`config.mk`:
```
export PLATFORM = sky130hd
export DESIGN_NAME = muldiv_sequencer
export DESIGN_NICKNAME = d
export VERILOG_FILES = /design/src/rtl/muldiv_sequencer_pkg.sv /design/src/rtl/muldiv_datapath.sv /design/src/rtl/muldiv_sequencer.sv
export SDC_FILE = /design/constraint.sdc
export NUM_CORES = 1
export LEC_CHECK = 0
export CAP_MARGIN = 20
export CELL_PAD_IN_SITES_DETAIL_PLACEMENT = 1
export CELL_PAD_IN_SITES_GLOBAL_PLACEMENT = 1
export CORE_ASPECT_RATIO = 1.2
export CORE_MARGIN = 8
export CORE_UTILIZATION = 35
export DETAILED_ROUTE_END_ITERATION = 8
export PLACE_DENSITY_LB_ADDON = 0.2
export SYNTH_ARGS = -nofsm -noshare
export SYNTH_HDL_FRONTEND = slang
export SYNTH_HIERARCHICAL = 1
export SYNTH_SLANG_ARGS = --single-unit
```
`constraint.sdc`:
```
create_clock -name clk -period 6.1 [get_ports clk]
set_input_delay 1.83 -clock clk [delete_from_list [all_inputs] [get_ports clk]]
set_output_delay 1.83 -clock clk [all_outputs]
set_load 0.03 [all_outputs]
```
`src/rtl/muldiv_sequencer_pkg.sv`:
```
// muldiv_sequencer_pkg: shared types for the iterative multiply/divide slice.
// Carries the op_x encodings used by decode and EXE, the sequencer state
// type and the double-width accumulator type.
package muldiv_sequencer_pkg;

  // op_x subfield of the decoded EXE packet.
  typedef logic [2:0] lc3b_op_x;

  localparam lc3b_op_x op_add    = 3'd0;
  localparam lc3b_op_x op_and    = 3'd1;
  localparam lc3b_op_x op_not    = 3'd2;
  localparam lc3b_op_x op_sub    = 3'd3;
  localparam lc3b_op_x op_mul    = 3'd4;
  localparam lc3b_op_x op_div    = 3'd5;
  localparam lc3b_op_x op_hi_mul = 3'd6;
  localparam lc3b_op_x op_rem    = 3'd7;

  // Double-width word: the full product of two 16-bit operands.
  typedef logic [31:0] lc3b_dword;

  // Multiply/divide sequencer states. md_fixup is only entered when the
  // signed-operand build is selected.
  typedef enum logic [1:0] {
    md_idle,
    md_calc,
    md_fixup,
    md_done
  } lc3b_muldiv_state;

endpackage

```
`src/rtl/muldiv_datapath.sv`:
```
// muldiv_datapath: operand registers, shift-add product accumulator and
// restoring-division remainder/quotient registers. The sequencer drives it
// with load (capture operands, clear state), step (one bit per cycle) and,
// when MULDIV_SIGNED_EN is defined, fixup (sign correction of the result).
// res_lo/res_hi show the value the result registers would take this cycle:
// the post-step value during step, the sign-corrected value during fixup.
module muldiv_datapath
  import muldiv_sequencer_pkg::*;
#(
  parameter int WIDTH = 16,
  parameter int CNT_W = 4
) (
  input  logic             clk,
  input  logic             rst_n,
  input  logic             load,
  input  logic             step,
`ifdef MULDIV_SIGNED_EN
  input  logic             fixup,
`endif
  input  logic             is_div,
  input  logic [WIDTH-1:0] op_a,
  input  logic [WIDTH-1:0] op_b,
  input  logic [CNT_W-1:0] count,
  output logic [WIDTH-1:0] res_lo,
  output logic [WIDTH-1:0] res_hi
);

  logic [WIDTH-1:0]   a_q;        // multiplicand / dividend
  logic [WIDTH-1:0]   b_q;        // multiplier / divisor
  logic [2*WIDTH-1:0] acc_q;      // product accumulator
  logic [WIDTH-1:0]   rem_q;      // partial remainder
  logic [WIDTH-1:0]   quot_q;     // quotient under construction
  logic               div_q;      // latched operation: 1 = divide

  logic [WIDTH-1:0]   a_mag;
  logic [WIDTH-1:0]   b_mag;
  logic [CNT_W-1:0]   rev_idx;
  logic [2*WIDTH-1:0] acc_step;
  logic [WIDTH-1:0]   rem_shift;
  logic [WIDTH-1:0]   rem_step;
  logic [WIDTH-1:0]   quot_step;

`ifdef MULDIV_SIGNED_EN
  logic neg_lo_q, neg_hi_q;       // result halves needing negation
  logic neg_lo_d, neg_hi_d;
`endif

  // Operand conditioning: magnitudes and result signs in the signed build.
  always_comb begin
    // NOTE: every output of a combinational block gets a default first, so
    // no path through the if/case can leave it unassigned and infer a latch.
    a_mag = op_a;
    b_mag = op_b;
`ifdef MULDIV_SIGNED_EN
    // Product sign covers both halves; remainder takes the dividend's sign.
    neg_lo_d = op_a[WIDTH-1] ^ op_b[WIDTH-1];
    neg_hi_d = is_div ? op_a[WIDTH-1] : neg_lo_d;
    if (op_a[WIDTH-1]) a_mag = -op_a;
    if (op_b[WIDTH-1]) b_mag = -op_b;
`endif
  end

  // One iteration: shift-add for multiply, restoring step for divide.
  always_comb begin
    // Divide consumes dividend bits MSB first, so it walks the counter backwards.
    rev_idx   = CNT_W'(WIDTH - 1) - count;
    acc_step  = acc_q;
    if (b_q[count]) acc_step = acc_q + ({{WIDTH{1'b0}}, a_q} << count);
    // The partial remainder stays below the dividend prefix, which is under
    // 2**(WIDTH-1) until the final step, so dropping rem_q's MSB loses nothing.
    rem_shift = {rem_q[WIDTH-2:0], a_q[rev_idx]};
    rem_step  = rem_shift;
    quot_step = quot_q;
    if (rem_shift >= b_q) begin
      rem_step           = rem_shift - b_q;
      quot_step[rev_idx] = 1'b1;
    end
  end

  // Operand and iteration registers.
  always_ff @(posedge clk or negedge rst_n) begin
    // NOTE: sequential state uses non-blocking assignments so every register
    // samples pre-edge values and the evaluation order of blocks is irrelevant.
    if (!rst_n) begin
      a_q    <= '0;
      b_q    <= '0;
      acc_q  <= '0;
      rem_q  <= '0;
      quot_q <= '0;
      div_q  <= 1'b0;
`ifdef MULDIV_SIGNED_EN
      neg_lo_q <= 1'b0;
      neg_hi_q <= 1'b0;
`endif
    end else if (load) begin
      a_q    <= a_mag;
      b_q    <= b_mag;
      acc_q  <= '0;
      rem_q  <= '0;
      quot_q <= '0;
      div_q  <= is_div;
`ifdef MULDIV_SIGNED_EN
      neg_lo_q <= neg_lo_d;
      neg_hi_q <= neg_hi_d;
`endif
    end else if (step) begin
      if (div_q) begin
        rem_q  <= rem_step;
        quot_q <= quot_step;
      end else begin
        acc_q  <= acc_step;
      end
    end
  end

  // Result view presented to the sequencer's lo/hi registers.
  always_comb begin
    if (div_q) {res_hi, res_lo} = {rem_step, quot_step};
    else       {res_hi, res_lo} = acc_step;
`ifdef MULDIV_SIGNED_EN
    if (fixup) begin
      if (div_q) begin
        res_lo = neg_lo_q ? -quot_q : quot_q;
        res_hi = neg_hi_q ? -rem_q  : rem_q;
      end else begin
        {res_hi, res_lo} = neg_lo_q ? -acc_q : acc_q;
      end
    end
`endif
  end

endmodule

```
`src/rtl/muldiv_sequencer.sv`:
```
// muldiv_sequencer: multi-cycle controller for the op_x MUL/DIV unit.
// Accepts an operation from EXE, stalls the front of the pipeline for one
// iteration per operand bit, then pulses done with the result in lo/hi, which
// HI_MUL/REM and MUL/DIV writeback read later without stalling.
// Optional build macro MULDIV_SIGNED_EN: two's complement operands, with an
// extra FIXUP cycle that applies the result signs.
module muldiv_sequencer
  import muldiv_sequencer_pkg::*;
#(
  parameter int WIDTH = 16,
  parameter int CNT_W = 4      // 2**CNT_W must equal WIDTH
) (
  input  logic             clk,
  input  logic             rst_n,
  input  logic             start,
  input  logic [2:0]       op_x_bits,
  input  logic [WIDTH-1:0] opA,
  input  logic [WIDTH-1:0] opB,
  input  logic             flush,
  output logic             stall,
  output logic             done,
  output logic [WIDTH-1:0] lo,
  output logic [WIDTH-1:0] hi,
  output logic             div_by_zero
);

  lc3b_muldiv_state state_q, state_d;
  logic [CNT_W-1:0] count_q;

  logic             op_ok;
  logic             accept;
  logic             div_zero;
  logic             last_step;
  logic             dp_load;
  logic             dp_step;
  logic             capture;
  logic [WIDTH-1:0] dp_lo;
  logic [WIDTH-1:0] dp_hi;
`ifdef MULDIV_SIGNED_EN
  logic             dp_fixup;
`endif

  // Only MUL and DIV are taken; flush wins over a simultaneous start.
  assign op_ok     = (op_x_bits == op_mul) || (op_x_bits == op_div);
  assign accept    = (state_q == md_idle) && start && !flush && op_ok;
  assign div_zero  = (op_x_bits == op_div) && (opB == '0);
  assign last_step = (count_q == CNT_W'(WIDTH - 1));

  // The accept term is combinational so the packet stays in EXE on the
  // acceptance cycle; an ignored op_x value never stalls.
  assign stall = (state_q == md_calc) || (state_q == md_fixup) || accept;
  assign done  = (state_q == md_done);

  // State register.
  always_ff @(posedge clk or negedge rst_n) begin
    if (!rst_n) state_q <= md_idle;
    else        state_q <= state_d;
  end

  // Next state and datapath strobes.
  always_comb begin
    state_d = state_q;
    dp_load = 1'b0;
    dp_step = 1'b0;
    capture = 1'b0;
`ifdef MULDIV_SIGNED_EN
    dp_fixup = 1'b0;
`endif
    case (state_q)
      md_idle: begin
        if (accept) begin
          dp_load = 1'b1;
          // Divide by zero needs no iterations: its result is loaded directly.
          state_d = div_zero ? md_done : md_calc;
        end
      end
      md_calc: begin
        if (flush) begin
          state_d = md_idle;
        end else begin
          dp_step = 1'b1;
          if (last_step) begin
`ifdef MULDIV_SIGNED_EN
            state_d = md_fixup;
`else
            capture = 1'b1;
            state_d = md_done;
`endif
          end
        end
      end
`ifdef MULDIV_SIGNED_EN
      md_fixup: begin
        // Still part of the stalled operation, so a flush aborts it here too.
        if (flush) begin
          state_d = md_idle;
        end else begin
          dp_fixup = 1'b1;
          capture  = 1'b1;
          state_d  = md_done;
        end
      end
`endif
      md_done: state_d = md_idle;   // done pulses even if flush is asserted
      default: state_d = md_idle;
    endcase
  end

  // Iteration counter: one bit of the operation per CALC cycle.
  always_ff @(posedge clk or negedge rst_n) begin
    if (!rst_n)       count_q <= '0;
    else if (dp_load) count_q <= '0;
    else if (dp_step) count_q <= count_q + CNT_W'(1);
  end

  // Result registers: hold until the next accepted operation completes.
  always_ff @(posedge clk or negedge rst_n) begin
    if (!rst_n) begin
      lo <= '0;
      hi <= '0;
    end else if (accept && div_zero) begin
      lo <= '1;
      hi <= opA;
    end else if (capture) begin
      lo <= dp_lo;
      hi <= dp_hi;
    end
  end

  // Sticky divide-by-zero flag, re-evaluated on every accepted start.
  always_ff @(posedge clk or negedge rst_n) begin
    if (!rst_n)      div_by_zero <= 1'b0;
    else if (accept) div_by_zero <= div_zero;
  end

  muldiv_datapath #(
    .WIDTH (WIDTH),
    .CNT_W (CNT_W)
  ) u_datapath (
    .clk    (clk),
    .rst_n  (rst_n),
    .load   (dp_load),
    .step   (dp_step),
`ifdef MULDIV_SIGNED_EN
    .fixup  (dp_fixup),
`endif
    .is_div (op_x_bits == op_div),
    .op_a   (opA),
    .op_b   (opB),
    .count  (count_q),
    .res_lo (dp_lo),
    .res_hi (dp_hi)
  );

endmodule

```
==> metrics.md, run 1 <==
| Metric | Value |
|---|---|
| Status | finished, final reports clean |
| Maximum fanout along the worst path | 23 |
| CP Capture Type | flip-flop |
| Period Utilization, post-route | 88.87% |
| Total of max-cap violations | 0 |
| Vias in the first global route | slightly above 9,000 |
| Synthesis warning total | 6 |
| Fmax | ~0.18 GHz |
| Number of flops mapped to enable cells by yosys | 0 |
| Slowest CP cell | dfrtp_1 |
| Row Count | 67 |
| Full die area | 33,910 µm² |
| Drt via density | about 5.5 |
| Fin Setup TNS | 0 ps |
| Distinct cells, synth | 74 |
| Sw power | approximately 3900 µW |
| CTS root buffer | clkbuf_16 |
| Hold Vio Cnt, Final | 0 |
| Antenna viol nets, final | 0 |
| Cts repair resizes | 0 |
| Overflow after GRT | 0 |
| Syn nets | between 1,000 and 1,500 |
| Vias | between 8,000 and 9,000 |
| Yosys reg bits | 135 |
| Max rail drop VDD | ~0.46 mV |
| Crit-path cells | mux2i_1 -> o21ai_0 -> o21ai_1 -> ha_1 -> inv_1 -> fa_1 -> a211o_1 -> a21oi_1 -> o21ai_1 -> a21oi_1 -> o21a_1 -> buf_4 -> mux2i_1 -> o21ai_0 -> mux2_2 -> mux2_2 |
| Sequential share of the synthesized area | around a third |
| # setup viols final | 0 |
| H-tree levels | 4 |
| Largest cells by area after synthesis | dfrtp_1 34%, ha_1 6.5%, mux2i_1 6.0%, a21oi_1 5.5%, mux2_2 5.1% |
| Final cell count without fillers | approximately 1,600 |
| Static Leak | 0.005202 µW |
| Final nets | around 1,300 |
| Core ar. | roughly 28,000 µm² |
| Total Wirelength | around 34,000 µm |
| Syn avg cell area | 8.812 µm² |
| Drt wl/cell | 21.93 µm |
| First-pass GRT wire length | 53,980 µm |
| Area Growth Syn to Fin | 17.41% |
| Tightest Pin Transition | around 1100 ps |
| CTS Hold Bufs | 0 |
| Pwr dens | around 660 nW/µm² |
| Fin util | about two fifths |
| Share of cells above drive strength 1 | approximately a tenth |
| Crit path kind | reg -> reg |
| CTS tree | yes |
| Initial antenna violation count | 0 |
| Hold WC Path Type | reg -> reg |
| Final GP Congestion | between 0.8 and 0.9 |
| Clk slew on worst S/H paths | 70 ps |
| CTS Sinks | between 100 and 150 |
| Setup repair bufs after CTS | 0 |
| Final clock skew | between 15 and 20 ps |
| Hpwl dp | approximately 26,000 µm |
| Ports | 74 |
| GRT Overall Usage | around a fifth |
| Antenna cells | 0 |
| CTS Buf Count | 17 |
| Chip height | between 200 and 250 µm |
| Async S/R FF share, synth | 100.0% |
| DRC | 0 |
| Clk pwr share | between 10% and 20% |
| Slowest stage delay, CP | 1000 ps |
| Combinational Power Share | roughly two thirds |
| Fin crit period | around 5400 ps |
| Seq pwr share | 18.5% |
| Synthesized cell area | a little under 10,000 µm² |
| Latest clock arrival within the worst-skew pair | around 440 ps |
| P_int | around 3700 µW |
| Dpl cell area | 10,960 µm² |
| Startpoint class of the critical path | flip-flop |
| Die width | roughly 170 µm |
| Placed cell count | roughly 1,500 |
| Post-synth top area share | between 30% and 40% |
| Unrepaired setup endpoints after global routing | no |
| Mapped Cells | approximately 1,100 |
| Max-Slew Margin vs Limit | roughly 28% |
| Net Sw Frac | about half |
| Synth area leader | dfrtp_1 |
| Pins Over Slew Limit | 0 |
| Dominant synthesized flop cell | dfrtp_1 |
| Largest net degree at the start of global routing | 54 |
| Starting density of the core | approximately 36% |
| Required time worst endpoint | about 6400 ps |
| Worst Path Arrival | approximately 5700 ps |
| Drt pass-1 iters | 5 |
| Max Root-Sink Buffers | 2 |
| Drt initial violations | ~510 |
| Buffers added on ports | 73 |
| Post-Layout Inst Area | approximately 12,000 µm² |
==> path summary, 6_finish.rpt <==
check                      slack, ps                               end  cells after the start                     from
setup / recovery                 680                 hi[1]$_DFFE_PN0P_                     16   count_q[1]$_DFFE_PN0P_
hold / removal                   490           div_by_zero$_DFFE_PN0P_                      2  div_by_zero$_DFFE_PN0P_
setup reg to reg                 680                 hi[1]$_DFFE_PN0P_                     16   count_q[1]$_DFFE_PN0P_
hold reg to reg                  490           div_by_zero$_DFFE_PN0P_                      2  div_by_zero$_DFFE_PN0P_
max in group asynchronous       3690  u_datapath/acc_q[10]$_DFFE_PN0P_                      2                    rst_n
min in group asynchronous       1360     u_datapath/b_q[9]$_DFFE_PN0P_                      1                    rst_n
==> registers in the layout, indices dropped and copies added, names as in the netlist <==
signal,cells
u_datapath/acc_q,32
count_q,4
div_by_zero,1
u_datapath/quot_q,16
state_q,2
u_datapath/a_q,16
u_datapath/b_q,16
hi,16
lo,16
u_datapath/div_q,1
u_datapath/rem_q,15
==> cells by family after synthesis <==
group,Yosys count,share of synthesized area [%]
flops,135,34.17
mux,123,14.40
fa+ha+maj,53,6.859
compound gates,321,20.50
xor+xnor,41,3.632
buf+inv,111,4.644
simple gates,338,15.79
==> cell usage in the layout (no fill, tap or decap), types with 18 or more instances in the layout <==
master | netlist | final
ha_1 | 51 | 51
buf_4 | 1 | 21
mux2i_1 | 59 | 59
clkdlybuf4s50_1 | 0 | 72
mux2_2 | 45 | 45
o21ai_1 | 20 | 20
nor2_1 | 99 | 98
inv_1 | 42 | 40
nor3_1 | 21 | 21
a31oi_1 | 18 | 18
nor2b_1 | 18 | 18
a21oi_1 | 109 | 109
a211oi_1 | 30 | 30
xnor2_1 | 24 | 24
a21o_1 | 21 | 21
nand2_1 | 122 | 122
o21ai_0 | 46 | 46
dfrtp_1 | 135 | 135
==> per-stage QoR <==
step	worst slack [ps]	power, µW	hold slack [ps]
2_1_floorplan	1342	4897	463.0
3_3_place_gp	802.3	6412	476.2
3_5_place_dp	789.9	6474	474.6
4_1_cts	731.6	7663	498.5
5_1_grt	365.2	8168	519.8
6_report	679.0	7615	490.2
==> critical path, delay by kind of cell (launching register included) <==
kind / cells / cell delay, ps
AO/OA/AOI/OAI: 8 / 1940
flip-flops: 1 / 1000
multiplexers: 4 / 1380
buffers and inverters: 2 / 310
adder cells (fa/ha/maj): 2 / 680
==> power by group through the flow <==
stage / Combinational [µW] / Sequential, µW / Clock [µW]
global placement: 5000 / 1410 / 0
detailed placement: 5060 / 1410 / 0
global route: 5550 / 1440 / 1180
CTS: 5110 / 1400 / 1160
finish: 5080 / 1410 / 1130
floorplan: 3590 / 1310 / 0
==> cell usage after synthesis, types with 6 or more instances <==
cell type,count
nand3_1,12
nor2b_1,18
a31oi_1,18
o21a_1,12
xor2_1,17
a211oi_1,30
mux4_2,6
and2_1,11
mux2_4,12
mux2_2,45
clkbuf_1,49
nand2b_1,10
buf_1,10
nor2_1,99
o211ai_1,10
o21ai_1,20
ha_1,51
nor4_1,6
mux2i_1,59
xnor2_1,24
and3_1,7
nor3_1,21
a21o_1,21
buf_2,6
a311oi_1,6
nand2_1,122
inv_1,42
o21ai_0,46
a21oi_1,109
dfrtp_1,135
==> final cells by class <==
type / instances / area (µm²)
inverters: 42 / 158.9
multi-input cells: 876 / 6057
repair buffers: 95 / 909.6
fillers: 3281 / 16220
clock inverters: 15 / 205.2
well taps: 379 / 474.2
clock buffers: 17 / 425.4
flip-flops and latches: 135 / 3378
==> per-layer routing <==
layer / up-vias / track usage, % / part of all wire (%)
met2: 119 / 36.33 / 52
met3: 40 / 2.440 / 2.2
met4: 0 / 7.851 / 3.1
met5: - / 0 / 0
met1: 4331 / 24.38 / 43
li1: 4142 / - / -
Power figures use the tool's default switching activity.
==> run 2: changes to the inputs <==
CELL_PAD_IN_SITES_DETAIL_PLACEMENT = 2   (was 1)
CELL_PAD_IN_SITES_GLOBAL_PLACEMENT = 2   (was 1)
CTS_CLUSTER_SIZE = 40   (was unset)
==> run 2 against run 1 <==
Total power grew 2.2%. Sequential share of layout area about the same. Critical path depth rose by 1. Non-clock buffer count shrank 2. First-iteration DRC count decreased by 19%. Highest routed layer unchanged. Cell count fell by 0.13%. Register-to-register slack barely moved.
==> metrics.md, run 2 (synthesis gave the netlist of run 1 again) <==
| Metric | Value |
|---|---|
| Fmax | ~0.18 GHz |
| Drt wl/cell | about 24 µm |
| Worst r2r path cells | 17 |
| Worst setup path start | count_q[0]$_DFFE_PN0P_ |
| Most frequent cells in the layout | 135 x dfrtp_1, 122 x nand2_1, 109 x a21oi_1, 98 x nor2_1, 72 x clkdlybuf4s50_1 |
| Most common cell after layout, fill and taps aside | dfrtp_1 |
| Share of cells above drive strength 1 | about 10% |
| Fin crit period | about 5400 ps |
| Clk slew on worst S/H paths | about 80 ps |
| # fillers | 3,127 |
| Status | finished, final reports clean |
| Core ar. | roughly 28,000 µm² |
| CTS Sinks | approximately 140 |
| Static Leak | between 0.005 and 0.006 µW |
| CTS root buffer | clkbuf_16 |
| Hold Path Origin | lo[0]$_DFFE_PN0P_ |
| Post-Layout Inst Area | roughly 12,000 µm² |
| Crit path kind | reg -> reg |
| Die width | 169.4 µm |
| Final nets | around 1,300 |
| CTS Buf Count | 17 |
| Final GP Congestion | 0.8156 |
| Required time worst endpoint | approximately 6400 ps |
| Period Utilization, post-route | ~89% |
| Pins Over Slew Limit | 0 |
| Unrepaired setup endpoints after global routing | no |
| Drt pass-1 iters | 4 |
| Buffers added on ports | 73 |
| Pwr dens | roughly 670 nW/µm² |
| H-tree levels | 4 |
| Max-Slew Margin vs Limit | between 30% and 40% |
| Hold_ws | 500.3 ps |
| Maximum fanout along the worst path | 29 |
| Full die area | about 34,000 µm² |
| Vias | between 8,000 and 9,000 |
| Area Growth Syn to Fin | 17.26% |
| Largest net degree at the start of global routing | 81 |
| Hold Vio Cnt, Final | 0 |
| CTS tree | yes |
| # setup viols final | 0 |
| Starting density of the core | about 36% |
| Worst Path Arrival | approximately 5700 ps |
| Latest clock arrival within the worst-skew pair | roughly 440 ps |
| Total Wirelength | approximately 38,000 µm |
| Ports | between 70 and 80 |
| Drt initial violations | 410 |
| Hold WC Path Type | reg -> reg |
| Most flops, register | u_datapath/acc_q |
| Tightest Pin Transition | ~1000 ps |
| Max reg flops | 32 |
| Overflow after GRT | 0 |
| Final clock skew | 13.17 ps |
| RR Startpoint | count_q[0]$_DFFE_PN0P_ |
| Hpwl dp | between 20,000 and 30,000 µm |
| CP Capture Type | flip-flop |
| Startpoint class of the critical path | flip-flop |
| Hold Path Stages | 2 |
| Max Root-Sink Buffers | 2 |
| DRC | 0 |
| Antenna viol nets, final | 0 |
| GRT Overall Usage | 22.66% |
| Initial antenna violation count | 0 |
| Dpl cell area | roughly 11,000 µm² |
| Drt via density | ~5.7 |
| Cts repair resizes | 0 |
| Fin Setup TNS | 0 ps |
| First-pass GRT wire length | 59,660 µm |
| Max rail drop VDD | roughly 0.4 mV |
| Chip height | between 200 and 250 µm |
| Antenna cells | 0 |
| Setup repair bufs after CTS | 0 |
| Vias in the first global route | around 9,900 |
| Total of max-cap violations | 0 |
| CTS Hold Bufs | 0 |
| Row Count | 67 |
[run 2: final timing paths]
path	to	slack, ps
setup / recovery	hi[1]$_DFFE_PN0P_	690
hold / removal	lo[0]$_DFFE_PN0P_	500
setup reg to reg	hi[1]$_DFFE_PN0P_	690
hold reg to reg	lo[0]$_DFFE_PN0P_	500
max in group asynchronous	u_datapath/acc_q[7]$_DFFE_PN0P_	3650
min in group asynchronous	u_datapath/b_q[8]$_DFFE_PN0P_	1430
[run 2: cell type report]
type                    instances  area [µm²]  share of cell area, %
clock buffers                  17       425.4                  3.669
clock inverters                15       205.2                  1.770
inverters                      42       158.9                  1.371
multi-input cells             876        6057                  52.24
flip-flops and latches        135        3378                  29.14
well taps                     379       474.2                  4.090
repair buffers                 93       894.6                  7.716
[run 2: power breakdown]
part           switching (µW)  internal (µW)  total, µW
Clock                     505            630       1140
Sequential                279           1150       1430
Combinational            3330           1890       5220
Total                    4110           3670       7780
[run 2: routing by layer]
metal	share of wire, %	routed length [µm]	track usage, %	vias up
met5	0	0	0	-
met1	40	15120	24.85	4541
met3	1.9	708	2.912	69
met2	54	20560	42.45	134
li1	-	-	-	4129
met4	4.4	1672	10.03	0
[run 2: worst max-delay path, cell delays in order (launching register included)]
cell and delay (ps):
dfrtp_1 370, buf_4 410, mux2_2 410, mux2i_1 260, o21ai_0 160, o21ai_1 290, ha_1 230, inv_1 60
fa_1 460, a211o_1 290, a21oi_1 250, o21ai_1 150, a21oi_1 210, o21a_1 520, mux2i_1 390, o21ai_0 180
mux2_2 320, mux2_2 280
[run 2: metrics by stage]
stage | utilization [%] | instances | power [µW] | setup slack [ps]
2_1_floorplan | - | 1122 | 4897 | 1342
3_5_place_dp | 39.32 | 1524 | 6610 | 769.9
6_report | 41.66 | 1557 | 7781 | 685.6
5_1_grt | 41.66 | 1557 | 8310 | 278.1
4_1_cts | 41.58 | 1556 | 7854 | 731.4
3_3_place_gp | 39.32 | 1524 | 6466 | 794.0
==> run 3: changes to the inputs <==
CTS_BUF_LIST = sky130_fd_sc_hd__clkbuf_16   (was unset)
SLEW_MARGIN = 20   (was unset)
==> run 3 against run 2 <==
Clock skew fell by 0.56 ps. Global-route usage unchanged. Count of clock-buffer cells in the layout unchanged. Worst setup slack improved by 22 ps. Fmax grew 0.41%. Wire length about the same. Largest cell class unchanged. Critical path type unchanged.
==> metrics.md, run 3 (synthesis gave the netlist of run 1 again) <==
| Metric | Value |
|---|---|
| Status | finished, final reports clean |
| Final cell count without fillers | ~1,600 |
| Period Utilization, post-route | 88.40% |
| Fin crit period | roughly 5400 ps |
| DRC | 0 |
| CP Capture Type | flip-flop |
| Unrepaired setup endpoints after global routing | no |
| Hold WC Path Type | reg -> reg |
| Starting density of the core | 35.52% |
| Buffers added on ports | 73 |
| Row Count | between 60 and 70 |
| Crit path kind | reg -> reg |
| H-tree levels | 4 |
| Latest clock arrival within the worst-skew pair | between 400 and 500 ps |
| Fin Setup TNS | 0 ps |
| # setup viols final | 0 |
| Total of max-cap violations | 0 |
| Required time worst endpoint | between 6000 and 7000 ps |
| Crit-path cells | buf_4 -> mux4_2 -> nand2_1 -> o21a_1 -> nand2_1 -> o21ai_1 -> ha_1 -> inv_1 -> fa_1 -> a211o_1 -> a21oi_1 -> o21ai_1 -> a21oi_1 -> o21a_1 -> mux2i_1 -> o21ai_0 -> mux2_2 -> mux2_2 |
| Core ar. | 27,830 µm² |
| Area Growth Syn to Fin | 17.26% |
| Pins Over Slew Limit | 0 |
| Ports | 74 |
| Pwr Total | about 8000 µW |
| Total Wirelength | about 38,000 µm |
| Drt pass-1 iters | 4 |
| Antenna viol nets, final | 0 |
| CTS Hold Bufs | 0 |
| Max Root-Sink Buffers | 2 |
| Antenna cells | 0 |
| Most flops, register | u_datapath/acc_q |
| Hold Vio Cnt, Final | 0 |
| Chip height | 200.1 µm |
| Slowest stage delay, CP | 580 ps |
| Clk slew on worst S/H paths | ~70 ps |
| CTS Buf Count | 17 |
| Hpwl dp | about 28,000 µm |
| Full die area | 33,910 µm² |
| Drt initial violations | between 400 and 500 |
| Max rail drop VDD | 0.3942 mV |
| Max-Slew Margin vs Limit | between 20% and 30% |
| First-pass GRT wire length | just under 60,000 µm |
| Pwr dens | 670.9 nW/µm² |
| Final nets | ~1,300 |
| Static Leak | 0.005195 µW |
| Final GP Congestion | between 0.8 and 0.9 |
| Pre-CTS setup slack | 769.9 ps |
| Drt wl/cell | ~24 µm |
| CTS root buffer | clkbuf_16 |
| Setup repair bufs after CTS | 0 |
| Slowest CP cell | mux4_2 |
| Most common cell after layout, fill and taps aside | dfrtp_1 |
| Fin util | a little over two fifths |
| Drt via density | 5.689 |
| Cts repair resizes | 0 |
| Placed cell count | between 1,500 and 2,000 |
| Most frequent cells in the layout | 135 x dfrtp_1, 122 x nand2_1, 109 x a21oi_1, 98 x nor2_1, 72 x clkdlybuf4s50_1 |
| Share of cells above drive strength 1 | around a tenth |
| Worst setup margin | between 700 and 800 ps |
| Vias | slightly below 9,000 |
| Startpoint class of the critical path | flip-flop |
| # fillers | about 3,100 |
| Maximum fanout along the worst path | 29 |
| Tightest Pin Transition | 1053 ps |
| Die width | between 150 and 200 µm |
| GRT Overall Usage | between 20% and 30% |
| Final clock skew | roughly 13 ps |
| Vias in the first global route | about 9,900 |
| Overflow after GRT | 0 |
| Largest net degree at the start of global routing | 81 |
| Fmax | 0.1855 GHz |
| Max reg flops | 32 |
| CTS Sinks | 135 |
| CTS tree | yes |
| Initial antenna violation count | 0 |
| Worst Path Arrival | between 5000 and 6000 ps |
-- run 3: cell counts in the layout (fill, tap and decap cells not counted) --
Identical to the previous run, type by type.
-- run 3: area by class of cell --
cell class / count / area [µm²] / share of cell area, %
flip-flops and latches: 135 / 3378 / 29.14
multi-input cells: 876 / 6057 / 52.24
inverters: 42 / 158.9 / 1.371
clock buffers: 17 / 425.4 / 3.669
clock inverters: 15 / 205.2 / 1.770
repair buffers: 93 / 894.6 / 7.716
well taps: 379 / 474.2 / 4.090
-- run 3: final timing paths --
kind	from	depth (start not counted)	endpoint	slack [ps]
worst max-delay path	count_q[0]$_DFFE_PN0P_	18	hi[1]$_DFFE_PN0P_	710
worst min-delay path	u_datapath/quot_q[6]$_DFFE_PN0P_	2	u_datapath/quot_q[6]$_DFFE_PN0P_	500
worst max register to register	count_q[0]$_DFFE_PN0P_	18	hi[1]$_DFFE_PN0P_	710
worst min register to register	u_datapath/quot_q[6]$_DFFE_PN0P_	2	u_datapath/quot_q[6]$_DFFE_PN0P_	500
max in group asynchronous	rst_n	2	u_datapath/acc_q[7]$_DFFE_PN0P_	3650
min in group asynchronous	rst_n	1	u_datapath/b_q[8]$_DFFE_PN0P_	1430
-- run 3: where the power goes --
part	switching (µW)	internal, µW
clock	505	630
sequential	278	1150
combinational	3330	1890
total	4110	3670
-- run 3: critical path: cells and delay by family (launching register included) --
family | cells | cell delay, ps
AOI/OAI and AO/OA | 8 | 1980
adders and majority gates | 2 | 680
buffers and inverters | 2 | 480
DFF | 1 | 370
muxes | 4 | 1560
and+or+nand+nor | 2 | 180
-- run 3: per-layer routing --
| metal | global-route usage [%] | wire [µm] |
|---|---|---|
| met1 | 24.85 | 15010 |
| met2 | 42.45 | 20590 |
| met3 | 2.912 | 765 |
| met4 | 10.03 | 1668 |
| met5 | 0 | 0 |
-- run 3: metrics by stage --
step / instance area, µm² / hold WS [ps]
6_report: 11590 / 500.0
5_1_grt: 11590 / 524.5
4_1_cts: 11570 / 502.6
3_5_place_dp: 10940 / 486.8
3_3_place_gp: 10940 / 474.9
2_1_floorplan: 9887 / 463.0
